File: src/rtl/ifetch.sv
// Instruction fetch: one outstanding memory read, one held instruction.
// Optional alignment fault when IFETCH_ALIGN_CHECK_EN is defined.
//
// Ports:
//   clk_i, reset_i     clock, synchronous active-high reset
//   pc_i               program counter from control unit
//   inst_ready_i       consumer accepts inst_o
//   inst_valid_o/inst_o  held instruction and its valid flag
//   mem_req_o/mem_addr_o request to instruction memory (word aligned)
//   mem_ack_i/mem_rdata_i  memory response
//   fault_o            sticky misalignment fault (0 without the macro)
module ifetch (
  input  logic        clk_i,
  input  logic        reset_i,
  input  logic [31:0] pc_i,
  input  logic        inst_ready_i,
  output logic        inst_valid_o,
  output logic [31:0] inst_o,
  output logic        mem_req_o,
  output logic [31:0] mem_addr_o,
  input  logic        mem_ack_i,
  input  logic [31:0] mem_rdata_i,
  output logic        fault_o
);

  typedef enum logic [1:0] {
    IDLE,
    BUSY,
    HOLD
  } state_e;

  state_e      state_q, state_d;
  logic [31:0] fetch_addr_q, fetch_addr_d;
  logic [31:0] inst_q, inst_d;
  logic        fault_q, fault_d;
  logic        pc_match;

  // Word-level compare; byte offset never matters for a hit.
  assign pc_match = (pc_i[31:2] == fetch_addr_q[31:2]);

  always_comb begin
    state_d      = state_q;
    fetch_addr_d = fetch_addr_q;
    inst_d       = inst_q;
    fault_d      = fault_q;
    unique case (state_q)
      IDLE: begin
        if (fault_q) begin
          state_d = IDLE;
`ifdef IFETCH_ALIGN_CHECK_EN
        end else if (pc_i[1:0] != 2'b00) begin
          fault_d = 1'b1;
`endif
        end else begin
          fetch_addr_d = {pc_i[31:2], 2'b00};
          state_d      = BUSY;
        end
      end
      BUSY: begin
        if (mem_ack_i) begin
          if (pc_match) begin
            inst_d  = mem_rdata_i;
            state_d = HOLD;
          end else begin
            // pc moved while waiting: response is stale
            state_d = IDLE;
          end
        end
      end
      HOLD: begin
        // transfer has priority over a redirect
        if (inst_ready_i || !pc_match) begin
          state_d = IDLE;
        end
      end
      default: state_d = IDLE;
    endcase
  end

  always_ff @(posedge clk_i) begin
    if (reset_i) begin
      state_q      <= IDLE;
      fetch_addr_q <= 32'h0;
      inst_q       <= 32'h0;
      fault_q      <= 1'b0;
    end else begin
      state_q      <= state_d;
      fetch_addr_q <= fetch_addr_d;
      inst_q       <= inst_d;
      fault_q      <= fault_d;
    end
  end

  assign mem_req_o    = (state_q == BUSY);
  assign mem_addr_o   = fetch_addr_q;
  assign inst_valid_o = (state_q == HOLD);
  assign inst_o       = inst_q;

`ifdef IFETCH_ALIGN_CHECK_EN
  assign fault_o = fault_q;
`else
  logic unused_pc_lo;
  assign unused_pc_lo = ^pc_i[1:0];
  assign fault_o = 1'b0;
`endif

endmodule

File: config.mk
export PLATFORM = sky130hd
export DESIGN_NAME = ifetch
export DESIGN_NICKNAME = d
export VERILOG_FILES = /design/src/rtl/ifetch.sv
export SDC_FILE = /design/constraint.sdc
export NUM_CORES = 1
export LEC_CHECK = 0
export CAP_MARGIN = 20
export CORE_ASPECT_RATIO = 0.75
export CORE_MARGIN = 4
export CORE_UTILIZATION = 40
export DETAILED_ROUTE_END_ITERATION = 8
export MAX_ROUTING_LAYER = met4
export PLACE_DENSITY = 0.78
export SLEW_MARGIN = 20
export SYNTH_ARGS = -nofsm -noshare
export SYNTH_HDL_FRONTEND = slang
export SYNTH_SLANG_ARGS = --single-unit
File: constraint.sdc
create_clock -name clk_i -period 2.35 [get_ports clk_i]
set_input_delay 0.47 -clock clk_i [delete_from_list [all_inputs] [get_ports clk_i]]
set_output_delay 0.47 -clock clk_i [all_outputs]
set_load 0.005 [all_outputs]
==> flow_summary.ini <==
[run_status]
status = complete, no violations

[placement]
io_buffers = 129
gp_congestion = 0.752
hpwl_mm = 6.14
place_area_mm2 = 0.00420
dpl_worst_slack_ns = -0.156
placed_cells = 547

[synthesis]
synth.area.mux_share_pct = 0
synth_compound_area_share_pct = 16.9
ys_warn_count = 0
avgSynthCellArea_um2 = 8.64
synth.top_cell.area_share_pct = 44.0
ys_ff_latch = 64
synthXorXnorAreaFrac_pct = 10.1
yosysTopAreaCell = dfxtp_1
synth-seq-area-share_pct = 44.0
synth_area_mm2 = 0.00291
synth_top_family_by_area = simple AND/OR/NAND/NOR gates
syn_inst = 337
synthTopCellsByArea = dfxtp_1 44%, a21oi_1 11%, nand2_1 8.0%, nand4_1 7.5%, o21ai_1 4.8%
synthAdderAreaFrac_pct = 0
synth_cell_types = 30
yosys.area_share.simple_pct = 19.8

[drt]
drt_first_pass_iters = 5
wire_per_inst_um = 15.5
drc = 0
wl_mm = 8.67
antenna_left = 0
via_count = 2908
via_per_inst = 5.18
first_iter_violations = 163

[timing]
post-route-period-util_pct = 91.6
relSlewSlack_pct = 54.6
hold_viol_final = 0
setup_slack_ns = 0.198
setup_violations = 0
drv_slew = 0
fmax_mhz = 465
fin_crit_ns = 2.15
max_slew.worst_pin.slew_ns = 0.681
rsz0062_at_grt = false
fin_hold_ws_ns = 0.466
fin_skew_ns = 0.00888

[setup_path]
max_stage_delay_ns = 0.44
worstSetupStartpointType = input port
timing.critical_path.buf_inv = 3
rr_startpoint = mem_addr_o[21]$_SDFFE_PP0P_
crit_required_ns = 2.61
path_cells = clkdlybuf4s50_1 > xor2_1 > nor4_1 > buf_4 > and4_1 > buf_12 > nand4_1 > a21oi_1
crit_family = buffers and inverters
critPathKind = in -> reg
cp_num_cells = 8
r2r_end = inst_o[13]$_SDFFE_PP0P_
end_kind = register
endpoint = inst_o[13]$_SDFFE_PP0P_
crit_slowest_cell = clkdlybuf4s50_1
rrSetupSlack_ns = 0.43
cp-startpoint = pc_i[21]
worst-r2r-cell-count = 7
worstPathMaxFanout = 33
worstPathArrival_ns = 2.41

[die]
core_mm2 = 0.00693
die_area_mm2 = 0.00872
die_h_um = 81.9
die_w_um = 106
num_rows = 26
start_util_pct = 42.0
ioPinCount = 135

[pwr]
leakage_nw = 1.56
p_total_mw = 2.32
vdd.ir_drop.worst_uv = 353
power_density_mw_per_mm2 = 531

[clock_tree]
cts_hold_buf = 0
insertion_delay_ns = 0.34
clkSinkCount = 64
cts_buffers = 9
clkTransAtPathRegs_ns = 0.07
postCtsSetupRepairBufs = 0
root_buffer = clkbuf_8
htreeDepth = 3
cts_buffer_depth = 2
cts.repair.resized = 0
cts_tree = yes

[global_route]
grt_overflow_total = 0
grt_usage_pct = 20.3
grt_pass1_wl_mm = 13.7
grt_max_degree = 65
antenna_found_initial = 0
grt_pass1_vias = 2817

[layout]
layout_common_cells = 128 x clkdlybuf4s50_1, 64 x dfxtp_1, 63 x a21oi_1
drive_above_1_share_pct = 8.86
fin_nets = 528
antenna_cells = 0
layoutNonFillerInstCount = 561
syn_to_final_growth_pct = 49.7
final_common_cell = clkdlybuf4s50_1
design_area_mm2 = 0.00436

[run]
max-cap-violations = 0

[min_path]
hold_class = reg -> reg
-- cells by family after synthesis --
group	Yosys count
simple gates	112
other cells	1
flops	64
compound gates	96
buf+inv	34
xor+xnor	30
-- per-layer routing --
layer | part of all wire (%) | vias to the layer above | GRT usage (%)
li1 | - | 1416 | -
met1 | 44 | 1378 | 24.7
met2 | 47 | 104 | 32.9
met3 | 7.5 | 10 | 6.76
met4 | 1.0 | 0 | 5.36
met5 | 0 | - | -
-- power breakdown --
part           leakage, nW  internal [mW]  total (mW)  switching [mW]
combinational        0.956          0.216       0.367           0.151
sequential           0.522           1.12        1.15          0.0335
clock               0.0838          0.393       0.797           0.403
-- per-stage QoR --
stage / utilization, % / TNS, ns
3_5_place_dp: 60.6 / -4.30
6_report: 62.9 / 0
3_3_place_gp: 60.6 / -3.82
5_1_grt: 62.9 / 0
2_1_floorplan: - / 0
4_1_cts: 62.9 / 0
-- worst min-delay path, stage by stage (launching register included) --
cell	delay, ns
dfxtp_1	0.32
o21ai_2	0.05
a21oi_1	0.05
-- how the worst min path moves through the flow --
stage / from / endpoint / slack (ns) / depth (start not counted)
floorplan: inst_o[22]$_SDFFE_PP0P_ / inst_o[22]$_SDFFE_PP0P_ / 0.45 / 2
global placement: inst_o[22]$_SDFFE_PP0P_ / inst_o[22]$_SDFFE_PP0P_ / 0.45 / 2
global route: mem_addr_o[25]$_SDFFE_PP0P_ / mem_addr_o[25]$_SDFFE_PP0P_ / 0.51 / 2
CTS: inst_o[22]$_SDFFE_PP0P_ / inst_o[22]$_SDFFE_PP0P_ / 0.47 / 2
detailed placement: inst_o[22]$_SDFFE_PP0P_ / inst_o[22]$_SDFFE_PP0P_ / 0.46 / 2
finish: inst_o[22]$_SDFFE_PP0P_ / inst_o[22]$_SDFFE_PP0P_ / 0.47 / 2
-- cell usage after synthesis --
cell and n:
o21ai_1 28, and3b_1 1, a21oi_1 63, clkbuf_2 2
nand4_1 35, o21ai_0 2, buf_6 9, nor4_1 4
dfxtp_1 64, a211oi_1 1, o21ai_2 2, nor3_1 1
nor2_1 1, nor4_4 1, xnor2_2 4, nand4_2 1
buf_4 6, dlygate4sd1_1 1, or2_2 1, and4_1 1
xnor2_1 10, nor2b_1 2, or4_4 1, inv_1 1
clkbuf_1 11, nand2_1 62, nand3_2 1, conb_1 1
xor2_1 16, clkbuf_8 4
-- cell type report --
type                    instances  area [µm²]
flip-flops and latches         64        1280
inverters                       1        3.75
clock buffers                  10         138
well taps                      98         123
repair buffers                143        1420
multi-input cells             241        1370
fillers                       627        2570
clock inverters                 4        22.5
-- state kept, by name, summed over array words and instances, names as in the netlist --
name / flops
mem_addr_o: 30
state_q: 2
inst_o: 32
Power figures use the tool's default switching activity.
